`config.mk`:
```
export PLATFORM = sky130hd
export DESIGN_NAME = axburst_splitter
export DESIGN_NICKNAME = d
export VERILOG_FILES = /design/src/rtl/axbs_pkg.sv /design/src/rtl/axbs_ost_cnt.sv /design/src/rtl/axburst_splitter.sv
export SDC_FILE = /design/constraint.sdc
export NUM_CORES = 1
export LEC_CHECK = 0
export CAP_MARGIN = 20
export CELL_PAD_IN_SITES_DETAIL_PLACEMENT = 1
export CELL_PAD_IN_SITES_GLOBAL_PLACEMENT = 1
export CORE_ASPECT_RATIO = 1.2
export CORE_MARGIN = 2
export CORE_UTILIZATION = 35
export CTS_CLUSTER_DIAMETER = 30
export DETAILED_ROUTE_END_ITERATION = 8
export PLACE_DENSITY_LB_ADDON = 0.1
export SYNTH_ARGS = -nofsm -noshare
export SYNTH_HDL_FRONTEND = slang
export SYNTH_HIERARCHICAL = 1
export SYNTH_SLANG_ARGS = --single-unit
export TNS_END_PERCENT = 10
```
`constraint.sdc`:
```
create_clock -name clk -period 10.2 [get_ports clk]
set_clock_uncertainty 0.2 [all_clocks]
set_input_delay 2.04 -clock clk [delete_from_list [all_inputs] [get_ports clk]]
set_output_delay 2.04 -clock clk [all_outputs]
set_load 0.1 [all_outputs]
```
`src/rtl/axbs_pkg.sv`:
```
// axbs_pkg: shared types, AXI constants and burst sizing for the burst splitter.
package axbs_pkg;
  typedef enum logic [1:0] {ST_IDLE, ST_BUSY, ST_RESP, ST_DONE} st_e;
  localparam logic [1:0] AXI_BURST_INCR = 2'b01;
  localparam logic [1:0] AXI_RESP_OKAY = 2'b00;
  // Beats in the next burst: stop at the bl-aligned boundary or at the end of the request.
  function automatic logic [31:0] burst_len(input logic [31:0] addr_w, input logic [31:0] len_w, input logic [31:0] bl);
    logic [31:0] room;
    room = bl - (addr_w & (bl - 32'd1));
    return (room < len_w) ? room : len_w;
  endfunction
endpackage

```
`src/rtl/axbs_ost_cnt.sv`:
```
// axbs_ost_cnt: saturating outstanding-burst counter with full/zero flags and an underflow pulse.
module axbs_ost_cnt #(
  parameter int MAX_OST = 4
) (
  input  logic clk,
  input  logic reset_n,
  input  logic i_inc,
  input  logic i_dec,
  output logic o_full,
  output logic o_zero,
  output logic o_zero_nxt,
  output logic o_underflow
);
  localparam int OW = $clog2(MAX_OST + 1);
  logic [OW-1:0] r_cnt, w_cnt_nxt;
  assign o_full = r_cnt == OW'(MAX_OST);
  assign o_zero = r_cnt == '0;
  assign o_underflow = i_dec && o_zero;
  assign o_zero_nxt = w_cnt_nxt == '0;
  always_comb w_cnt_nxt = (i_inc && !i_dec && !o_full) ? r_cnt + 1'b1 :
                          (i_dec && !i_inc && !o_zero) ? r_cnt - 1'b1 : r_cnt;
  always_ff @(posedge clk) r_cnt <= !reset_n ? '0 : w_cnt_nxt;
endmodule

```
`src/rtl/axburst_splitter.sv`:
```
// axburst_splitter: splits a DMA request into bl-aligned AXI INCR bursts under an outstanding limit.
// Define AXBS_TIMEOUT_EN to add the idle-cycle timeout (dma_err[3]); otherwise it is tied off.
module axburst_splitter
  import axbs_pkg::*;
#(
  parameter int AXI_DW     = 128,
  parameter int AXI_AW     = 32,
  parameter int AXI_IW     = 8,
  parameter int AXI_LW     = 8,
  parameter int AXI_SW     = 3,
  parameter int AXI_BURSTW = 2,
  parameter int AXI_BRESPW = 2,
  parameter int MAX_BL     = 16,
  parameter int MAX_OST    = 4,
  parameter int TMO_W      = 16
) (
  input  logic                                   clk,
  input  logic                                   reset_n,
  input  logic                                   cfg_dma_valid,
  output logic                                   cfg_dma_ready,
  input  logic [31:0]                            cfg_dma_sa,
  input  logic [31:0]                            cfg_dma_len,
  input  logic [AXI_IW-1:0]                      cfg_dma_id,
  input  logic [$clog2($clog2(MAX_BL)+1)-1:0]    cfg_dma_bl,
  input  logic [TMO_W-1:0]                       cfg_dma_tmo,
  input  logic                                   dma_irq_w1c,
  output logic                                   dma_irq,
  output logic [3:0]                             dma_err,
  output logic [AXI_IW-1:0]                      axid,
  output logic [AXI_AW-1:0]                      axaddr,
  output logic [AXI_LW-1:0]                      axlen,
  output logic [AXI_SW-1:0]                      axsize,
  output logic [AXI_BURSTW-1:0]                  axburst,
  output logic                                   axvalid,
  input  logic                                   axready,
  input  logic [AXI_IW-1:0]                      usr_bid,
  input  logic [AXI_BRESPW-1:0]                  usr_bresp,
  input  logic                                   usr_bvalid,
  input  logic                                   usr_bready
);
  localparam int L      = $clog2(AXI_DW / 8);
  localparam int LOG_BL = $clog2(MAX_BL);
  localparam int BLW    = $clog2(LOG_BL + 1);
  localparam int AWW    = AXI_AW - L;
  localparam int LENW   = 32 - L;
  if (MAX_BL * (AXI_DW / 8) > 4096 || (MAX_BL & (MAX_BL - 1)) != 0 || MAX_BL > 2**AXI_LW ||
      MAX_OST < 1 || AXI_AW > 32) begin : g_cfg_err
    $error("axburst_splitter: illegal parameter combination");
  end
  st_e             r_st, w_st_nxt;
  logic [AWW-1:0]  r_addr_w;
  logic [LENW-1:0] r_len_w;
  logic [AXI_IW-1:0] r_id;
  logic [BLW-1:0]  r_bl, w_bl_clamp;
  logic [3:0]      r_err;
  logic [31:0]     w_beats;
  logic w_ax_hs, w_b_hs, w_last, w_full, w_zero, w_zero_nxt, w_underflow, w_tmo_hit, w_clr, w_unused;
  assign w_bl_clamp = (cfg_dma_bl > BLW'(LOG_BL)) ? BLW'(LOG_BL) : cfg_dma_bl;
  assign w_beats = burst_len(32'(r_addr_w), 32'(r_len_w), 32'd1 << r_bl);
  assign w_last = w_beats == 32'(r_len_w);
  assign w_ax_hs = axvalid && axready;
  assign w_b_hs = usr_bvalid && usr_bready;
  assign w_clr = (r_st == ST_DONE) && dma_irq_w1c;
  assign cfg_dma_ready = r_st == ST_IDLE;
  assign dma_irq = r_st == ST_DONE;
  assign dma_err = r_err;
  assign axvalid = (r_st == ST_BUSY) && !w_full && !w_tmo_hit;
  assign axid = r_id;
  assign axaddr = {r_addr_w, {L{1'b0}}};
  assign axlen = AXI_LW'(w_beats - 32'd1);
  assign axsize = AXI_SW'(L);
  assign axburst = AXI_BURSTW'(AXI_BURST_INCR);
  assign w_unused = ^{cfg_dma_sa, cfg_dma_len, cfg_dma_tmo, w_zero};
  axbs_ost_cnt #(.MAX_OST(MAX_OST)) u_ost (
    .clk        (clk),
    .reset_n    (reset_n),
    .i_inc      (w_ax_hs),
    .i_dec      (w_b_hs),
    .o_full     (w_full),
    .o_zero     (w_zero),
    .o_zero_nxt (w_zero_nxt),
    .o_underflow(w_underflow)
  );
`ifdef AXBS_TIMEOUT_EN
  logic [TMO_W-1:0] r_tmo;
  logic w_run;
  assign w_run = (r_st == ST_BUSY) || (r_st == ST_RESP);
  assign w_tmo_hit = w_run && (cfg_dma_tmo != '0) && (r_tmo == cfg_dma_tmo);
  always_ff @(posedge clk)
    r_tmo <= (!reset_n || !w_run || w_ax_hs || w_b_hs) ? '0 : r_tmo + 1'b1;
`else
  assign w_tmo_hit = 1'b0;
`endif
  always_ff @(posedge clk) r_st <= !reset_n ? ST_IDLE : w_st_nxt;
  always_comb begin
    w_st_nxt = r_st;
    case (r_st)
      ST_IDLE: w_st_nxt = !cfg_dma_valid ? ST_IDLE : (cfg_dma_len[31:L] != '0) ? ST_BUSY : ST_DONE;
      ST_BUSY: w_st_nxt = w_tmo_hit ? ST_DONE : !(w_ax_hs && w_last) ? ST_BUSY : w_zero_nxt ? ST_DONE : ST_RESP;
      ST_RESP: w_st_nxt = (w_tmo_hit || w_zero_nxt) ? ST_DONE : ST_RESP;
      ST_DONE: w_st_nxt = dma_irq_w1c ? ST_IDLE : ST_DONE;
      default: w_st_nxt = ST_IDLE;
    endcase
  end
  always_ff @(posedge clk)
    if (!reset_n) begin
      r_addr_w <= '0;
      r_len_w  <= '0;
      r_id     <= '0;
      r_bl     <= '0;
    end else if (cfg_dma_valid && cfg_dma_ready) begin
      r_addr_w <= cfg_dma_sa[AXI_AW-1:L];
      r_len_w  <= cfg_dma_len[31:L];
      r_id     <= cfg_dma_id;
      r_bl     <= w_bl_clamp;
    end else if (w_ax_hs) begin
      r_addr_w <= r_addr_w + AWW'(w_beats);
      r_len_w  <= r_len_w - LENW'(w_beats);
    end
  // Error bits are sticky; only the first non-OKAY response code is kept.
  always_ff @(posedge clk)
    if (!reset_n || w_clr) r_err <= '0;
    else begin
      if (w_b_hs && usr_bresp != AXI_BRESPW'(AXI_RESP_OKAY) && r_err[1:0] == 2'b00) r_err[1:0] <= 2'(usr_bresp);
      if (w_b_hs && (usr_bid != r_id || w_underflow)) r_err[2] <= 1'b1;
      if (w_tmo_hit) r_err[3] <= 1'b1;
    end
endmodule

```
Word-level counts from Yosys, hierarchy flattened
Index checks and enable logic that the tools add are counted.
{"block": "classes", "n_div": 0, "n_shift": 1, "multipliers": 0, "n_lt_le_gt_ge": 2, "mux": 14, "reduce_logical": 28, "n_bitwise": 1, "eq_ne": 6, "addsub": 7}
{"op": "2-to-1 mux 28 bit", "n": 4}
{"op": "bitwise AND 28 x 32 -> 32 bit", "n": 1}
{"op": "== test 32 x 28 -> 1 bit", "n": 1}
{"op": "less-than comparator 32 x 28 -> 1 bit", "n": 1}
{"op": "2-to-1 mux 32 bit", "n": 1}
{"op": "left shift 1 x 3 -> 32 bit, first input constant", "n": 1}
{"op": "subtractor 32 x 1 -> 32 bit, second input constant", "n": 1}
{"op": "subtractor 32 bit", "n": 1}
{"op": "adder 28 bit", "n": 1}
{"op": "nonzero test 28 bit", "n": 1}
{"op": "subtractor 28 bit", "n": 1}
{"op": "logical AND 1 bit", "n": 14}
{"op": "2-to-1 mux 3 bit", "n": 3}
{"op": "2-to-1 mux 2 bit", "n": 4}
{"op": "inequality test 8 bit", "n": 1}
{"op": "case mux 2 bit (4 select lines)", "n": 1}
{"op": "subtractor 8 x 1 -> 8 bit, second input constant", "n": 1}
{"op": "logical NOT 3 bit", "n": 2}
{"op": "logical NOT 1 bit", "n": 5}
{"op": "== test 2 bit, second input constant", "n": 2}
{"op": "logical NOT 2 bit", "n": 2}
{"op": "nonzero test 2 bit", "n": 2}
{"op": "adder 3 x 1 -> 3 bit, second input constant", "n": 1}
{"op": "== test 3 bit, second input constant", "n": 1}
{"op": "5 further kinds", "n": 6}
{"block": "totals", "ram_bits": 0, "romBits": 0, "latchBits": 0, "n_memories": 0, "input_bits": 108, "ff_bits": 75}

Longest topological paths before layout
{"block": "depth", "ltp_word": 13, "mapped_depth": 45}

Hierarchy
Netlist, hierarchy kept.
{"mod": "axburst_splitter", "cells_each": 1124, "seq_area_each_um2": 1441.4, "area_each_um2": 8066.5, "instances": 1}
{"mod": "axbs_ost_cnt", "cells_each": 38, "seq_area_each_um2": 60.1, "area_each_um2": 354.1, "instances": 1}

Worst setup path after synthesis
Ideal clock, no wire load.
{"block": "synth_path", "kind": "reg-to-output", "from": "reg r_bl[1]", "to": "out axlen[7]", "t_arrival_ps": 9972, "setup_slack_ps": -2012, "n_path_buf": 4, "stages_incl_launch_ff": 31, "cell_sequence": "dfxtp_1 > clkbuf_1 > buf_1 > nor3_1 > inv_1 > ha_1 > clkbuf_1 > inv_1 > o32ai_1 > nand2_1 > ha_1 > a21boi_0 > a211oi_2 > a2bb2oi_2 > nand2b_1 > o211ai_1 > o21a_1 > ha_1 > nand4_1 > or3_1 > a2111oi_0 > o311ai_0 > a21oi_1 > nor2_1 > clkbuf_1 > o21ai_0 > inv_1 > nor3_1 > nand3_1 > nor3_1 > xor2_1"}
{"block": "synth_via", "elab_chain_len": 7}
{"item": "start, declared", "line": "axburst_splitter.sv:54", "source": "logic [BLW-1:0] r_bl, w_bl_clamp;"}
{"item": "start signal, assigned", "line": "axburst_splitter.sv:115", "source": "r_bl <= w_bl_clamp;"}
{"item": "left shift 1 x 3 -> 32 bit *", "line": "axburst_splitter.sv:59", "source": "assign w_beats = burst_len(32'(r_addr_w), 32'(r_len_w), 32'd1 << r_bl);"}
{"item": "subtractor 32 x 1 -> 32 bit", "line": "axbs_pkg.sv:9", "source": "room = bl - (addr_w & (bl - 32'd1));"}
{"item": "bitwise AND 28 x 32 -> 32 bit", "line": "axbs_pkg.sv:9"}
{"item": "subtractor 32 bit *", "line": "axbs_pkg.sv:9"}
{"item": "less-than comparator 32 x 28 -> 1 bit", "line": "axbs_pkg.sv:10", "source": "return (room < len_w) ? room : len_w;"}
{"item": "2-to-1 mux 32 bit *", "line": "axbs_pkg.sv:10"}
{"item": "subtractor 8 x 1 -> 8 bit *", "line": "axburst_splitter.sv:70", "source": "assign axlen = AXI_LW'(w_beats - 32'd1);"}
{"item": "end, declared", "line": "axburst_splitter.sv:31", "source": "output logic [AXI_LW-1:0] axlen,"}
Every way passes the cells marked *; elsewhere a longest branch is shown, timed or not.

Final worst setup path
{"block": "layout_path", "from": "reg r_bl[0]", "to": "out axlen[7]"}
Same word-level chain as after synthesis.

==> impl_metrics.py <==
metrics = {
    "power": {
        "power_frac_comb_pct": 71.4,
        "p_sw_mw": 1.36,
        "power.density_mw_per_mm2": 241,
        "p_int_mw": 1.15,
        "swShare_pct": 54.2,
        "seqPwrFrac_pct": 15.3,
        "clkPwrFrac_pct": 13.3,
        "power.leakage_nw": 4.38,
        "ir_drop_mv": 0.169,
    },
    "global_routing": {
        "globalRoute.totalOverflow": 0,
        "grt_max_degree": 45,
        "antenna_found_initial": 1,
        "grt_pass1_wl_um": 49400,
        "grt_pass1_vias": 9096,
        "grt_usage_pct": 24.5,
    },
    "timing": {
        "max-slew-margin-rel_pct": 32.5,
        "tightest_slew_ps": 1010,
        "setup_viol": 0,
        "fin_tns_setup_ps": 0,
        "drv_slew": 0,
        "period_share_pct": 94.6,
        "max_freq_mhz": 104,
        "fin_ws_ps": 551,
        "fin_hold_ws_ps": 286,
        "hold_violations": 0,
        "period_needed_ps": 9650,
        "grt_setup_unrepaired": "false",
    },
    "run": {
        "maxCapViolCount": 0,
    },
    "final_layout": {
        "stdcell_count": 1593,
        "syn_to_final_growth_pct": 23.3,
        "nFillCells": 2997,
        "antenna_cells": 0,
        "register_area_mm2": 0.00150,
        "nets": 1464,
        "multi_input_area_mm2": 0.00641,
        "postLayoutCellArea_mm2": 0.0104,
        "drive_gt1_share_pct": 6.36,
    },
    "floorplan": {
        "core_mm2": 0.0238,
        "die_w_um": 146,
        "dieArea_mm2": 0.0253,
        "start_util_pct": 35.4,
        "fp.dieH_um": 174,
        "num_rows": 62,
        "io_pins": 168,
    },
    "clock_network": {
        "cts_setup_buffers": 0,
        "clock_path_buffers": 2,
        "clockRootBuffer": "clkbuf_16",
        "cts_max_level": 3,
        "clk_pin_slew_ps": 80,
        "clock-sinks": 75,
        "cts_made_buffers": 9,
        "insertion_delay_ps": 360,
        "cts_tree": "built",
    },
    "synthesis": {
        "synth.avg_cell_area_um2": 7.25,
        "synthCells": 1162,
        "synth-edff-count": 0,
        "synth_cell_types": 89,
        "synth-warning-count": 6,
        "syn_area_mm2": 0.00842,
        "synth-seq-cells": 75,
        "ys_seq_area_share_pct": 17.8,
        "synthArstFlopShare_pct": 0,
        "ys_dominant_reg_cell": "dfxtp_1",
    },
    "setup_path": {
        "critPathBufInv": 2,
        "path_max_fanout": 8,
        "slowest_stage": "a2111oi_1",
        "required_ps": 7960,
        "slowest_delay_ps": 480,
        "cp-start-kind": "flop",
        "worstPathArrival_ps": 7410,
        "crit_family": "simple AND/OR/NAND/NOR gates",
        "critPathKind": "reg -> out",
        "end_kind": "output pin",
        "r2r_slack_ps": 1280,
    },
    "route": {
        "drt_pass1_iterations": 4,
        "via_per_inst": 5.56,
        "drtIter0Drc": 335,
        "wl_um": 31400,
        "ant_nets": 0,
        "drc_errors": 0,
        "via_count": 8861,
        "wl_per_cell_um": 19.7,
    },
    "outcome": {
        "outcome": "complete, no violations",
    },
    "placed_design": {
        "placedInstanceArea_mm2": 0.0101,
        "post-place-ws_ps": 628,
        "dp_hpwl_um": 24400,
        "placed_cells": 1577,
        "io_buffers": 133,
        "gp_congestion": 0.879,
    },
    "hold_path": {
        "hp-class": "reg -> reg",
    },
}
## power by group through the flow
stage               clock, mW  combinational (mW)  sequential, mW
global placement            0                1.77           0.389
global route            0.351                1.95           0.388
floorplan                   0                1.22           0.466
detailed placement          0                1.78           0.389
finish                  0.333                1.79           0.383
CTS                     0.340                1.80           0.383
## placed cells by master, fill, tap and decap left out, types with 9 or more instances in the layout
master	Yosys	final
nand2_1	131	131
clkdlybuf4s50_1	0	125
a21oi_1	119	117
nor2_1	97	95
ha_1	87	87
inv_1	76	76
dfxtp_1	75	74
o21ai_0	46	45
xnor2_1	44	43
a21o_1	40	40
a22oi_1	28	28
nor3_1	27	26
xor2_1	26	25
nand3_1	21	21
a31oi_1	20	20
buf_4	11	20
o22ai_1	19	19
nand4_1	16	16
nand2b_1	15	15
or3_1	14	14
a211oi_1	12	12
and3_1	11	11
and2_1	12	11
nor4_1	11	11
conb_1	2	10
nor2b_1	9	9
a221oi_1	9	9
clkbuf_16	0	9
## cells in the mapped netlist, types with 19 or more instances
master    count  share of area, %
inv_1        76               3.4
dfxtp_1      75                18
a22oi_1      28               2.5
o22ai_1      19               1.4
ha_1         87                13
xnor2_1      44               4.6
nor3_1       27               1.6
nand2_1     131               5.8
a31oi_1      20               1.5
o21ai_0      46               2.7
a21o_1       40               3.6
nand3_1      21               1.2
a21oi_1     119               7.1
clkbuf_1     44               2.0
xor2_1       26               2.7
nor2_1       97               4.3
## logic make-up after synthesis
kind of cell / count (synthesis) / synth area share (%)
compound gates: 375 / 29.5
xor+xnor: 74 / 8.35
fa+ha+maj: 92 / 13.6
buf+inv: 140 / 6.91
flops: 75 / 17.8
mux: 4 / 0.490
other cells: 2 / 0.0892
simple gates: 400 / 23.2
## path summary, 6_finish.rpt
check / start / to / cells past startpoint
max: r_bl[0] / axlen[7] / 28
min: axid[1] / axid[1] / 2
max reg2reg: r_bl[0] / r_addr_w[27] / 32
min reg2reg: axid[1] / axid[1] / 2
## worst register-to-register path: cells and delay by family (launching register included)
kind	cells	cell delay, ps
compound gates	17	4450
xor+xnor	1	170
fa+ha+maj	4	1370
buf+inv	1	270
flops	1	410
simple gates	9	1910
## stage by stage
stage	total power, mW	util, %
3_3_place_gp	2.16	42.3
5_1_grt	2.69	43.6
6_report	2.51	43.6
4_1_cts	2.52	43.5
2_1_floorplan	1.68	-
3_5_place_dp	2.17	42.3
## flip-flops by register name (all words and copies together) (netlist names)
register and count:
r_addr_w 28, r_len_w 28, r_st 2, axid 8, u_ost/r_cnt 3, r_bl 3
dma_err 3
## layer usage
metal / wire [um] / track usage [%] / up-vias
met4: 913 / 8.29 / 0
met2: 16400 / 46.1 / 109
li1: - / - / 4414
met5: 0 / 0 / -
met1: 13500 / 28.8 / 4299
met3: 658 / 2.62 / 39
## cell type report
type	instances	area share, %
clock buffers	9	2.17
clock inverters	7	0.566
inverters	77	2.78
multi-input cells	955	61.7
flip-flops and latches	75	14.5
well taps	320	3.86
repair buffers	150	14.5
## what timing repair did
item	in CTS	in global routing
hold buffers	0	0
endpoints found under the setup margin	0	3
resized for setup	0	5
Power figures use the tool's default switching activity.
==> RTL edit, RTL diff (same flow settings) <==
Set the parameter `AXI_BRESPW` to 1 (it was 2).
--- a/src/rtl/axburst_splitter.sv
+++ b/src/rtl/axburst_splitter.sv
@@ -10,5 +10,5 @@
   parameter int AXI_SW     = 3,
   parameter int AXI_BURSTW = 2,
-  parameter int AXI_BRESPW = 2,
+  parameter int AXI_BRESPW = 1,
   parameter int MAX_BL     = 16,
   parameter int MAX_OST    = 4,
Interface: changed (resized usr_bresp); port bits go from 168 to 167. The function was not compared with the original's and may differ.
==> RTL edit against the unedited design <==
Area after synthesis up 1.0%. Final cell count is 0.25% higher. Sequential share of layout area down 0.24 points. Routed wire length up 3.3%. Critical path depth grew 1. Sequential cell count down 1. Final area rose by 0.25%. Worst setup slack improved by 0.064 ns. Worst hold slack got worse by 0.013 ns. Register-to-register slack worse by 0.18 ns. Sequential power down 2%. Via count up 2.8%. Total power decreased by 2.9%.
==> RTL edit: results (changes against the unedited design) <==
global-route total usage across every layer=0.2539 (+0.008627); Worst VDD drop=0.1539 mV (-8.7%); largest cells by area after synthesis=sky130_fd_sc_hd__dfxtp_1, sky130_fd_sc_hd__ha_1, sky130_fd_sc_hd__a21oi_1; share of the yosys chip area belonging to registers=0.1742 (-0.004112); static leakage=4.391 nW (+0.30%); initial antenna violation count=0 (-1); depth of the worst hold-timing path=2 (unchanged); result of the run=finished clean; top flip-flop cell by instance count after synthesis=sky130_fd_sc_hd__dfxtp_1; total wirelength of the detailed-routed design=32,470 um (+3.3%); pin count of the biggest net entering global routing=37 (-18%); vias=9,110 (+2.8%); Worst R2R Path Depth=39 (+22%); HPWL after detailed placement=25,310 um (+3.9%); critical hold path startpoint=dma_err[2]$_SDFFE_PP0P_; longest individual stage delay on the worst path=0.50 ns (+0.02 ns); Crit-path slowest cell=sky130_fd_sc_hd__a2111oi_0; Total Nets Final=1,467 (+0.20%); destination of the worst hold path=dma_err[2]$_SDFFE_PP0P_; Detailed Routing Iterations Pass 1=5 (+1); final weighted congestion in routability-driven placement=0.9314 (+5.9%); Clock Pin Slew Worst Setup and Hold Paths=0.07 ns; via count of the first global-routing pass=9,159 (+0.69%); share of final-layout standard cells stronger than drive strength 1=0.06578 (+0.002150); Filler Cell Count=3,059 (+2.1%); setup slack of the most critical reg-to-reg path=1.10 ns (-0.18 ns); worst r2r dst=r_addr_w[24]$_SDFFE_PN0P_; diode insertion count for antenna repair=0 (unchanged); critical path fanouts, max=23 (+15); post-synthesis cell type count=92 (+3.4%); reg2reg start=r_bl[2]$_SDFFE_PN0P_; first-pass GRT wire length=51,270 um (+3.7%); total of buffers placed on input and output ports=131 (-1.5%); warnings from Yosys=6 (unchanged); slew of the pin with the lowest slew margin=1.027 ns (+0.01735 ns); first-iteration detailed-routing DRC count=548 (+64%); synth cell count leaders=sky130_fd_sc_hd__nand2_1, sky130_fd_sc_hd__a21oi_1, sky130_fd_sc_hd__ha_1; DP Area=10,100 um2 (+0.17%); Sw Share=0.5400 (-0.002339)
## RTL edit: worst max-delay path by stage
stage	from	to	slack [ns]	cells after the start
floorplan	r_bl[0]$_SDFFE_PN0P_	axlen[7]	0.19	30
global placement	r_bl[0]$_SDFFE_PN0P_	axlen[7]	0.86	28
detailed placement	r_bl[0]$_SDFFE_PN0P_	axlen[6]	0.86	28
CTS	r_bl[0]$_SDFFE_PN0P_	axlen[6]	0.38	28
global route	r_bl[2]$_SDFFE_PN0P_	axlen[6]	0.11	30
finish	r_bl[2]$_SDFFE_PN0P_	axlen[6]	0.62	29
## RTL edit: cell families (layout without fill, tap and decap cells)
group,after synthesis,after routing,share of synthesized area
AO/OA/AOI/OAI,377,377,0.2970
buffers and inverters,148,252,0.07724
XOR/XNOR,69,69,0.07592
multiplexers,5,5,0.006179
AND/OR/NAND/NOR,395,395,0.2311
other,2,11,0.0008831
adder cells (fa/ha/maj),94,94,0.1374
flip-flops,74,74,0.1742
## RTL edit: final cells by class
| cell class | count | share of cell area |
|---|---|---|
| flip-flops and latches | 74 | 0.1423 |
| clock inverters | 7 | 0.006731 |
| clock buffers | 9 | 0.02163 |
| well taps | 320 | 0.03846 |
| multi-input cells | 951 | 0.6167 |
| inverters | 81 | 0.02921 |
| repair buffers | 155 | 0.1450 |
## RTL edit: layer usage
layer,GRT usage,vias to the layer above,wire length [um]
met5,0,-,0
met4,0.08697,0,864
met3,0.03577,38,1350
met2,0.4143,215,14800
met1,0.3439,4402,15450
li1,-,4455,-
## RTL edit: worst min-delay path, cell delays in order (launching register included)
cell and delay (ns):
sky130_fd_sc_hd__dfxtp_1 0.33, sky130_fd_sc_hd__a21oi_1 0.04, sky130_fd_sc_hd__nor2_1 0.07
## RTL edit: what timing repair did
item,4_1_cts,5_1_grt
hold buffers,0,0
gates resized for setup,0,2
setup endpoints to repair,0,3
## RTL edit: power by group through the flow
stage	Clock [mW]	Combinational (mW)	Sequential (mW)
6_report	0.340	1.72	0.376
5_1_grt	0.356	1.87	0.382
4_1_cts	0.348	1.72	0.376
3_5_place_dp	0	1.70	0.382
3_3_place_gp	0	1.69	0.382
2_1_floorplan	0	1.16	0.460
## RTL edit: through the flow
| step | utilization | setup WS (ns) | total power, mW | std cells | hold slack, ns |
|---|---|---|---|---|---|
| final | 0.4357 | 0.6153 | 2.434 | 1597 | 0.2722 |
| after global routing | 0.4357 | 0.1073 | 2.605 | 1597 | 0.3095 |
| after CTS | 0.4352 | 0.3808 | 2.438 | 1597 | 0.2776 |
| after detailed placement | 0.4228 | 0.8576 | 2.086 | 1581 | 0.2592 |
| after global placement | 0.4228 | 0.8620 | 2.068 | 1581 | 0.2475 |
| after floorplan | - | 0.1883 | 1.616 | 1173 | 0.2736 |
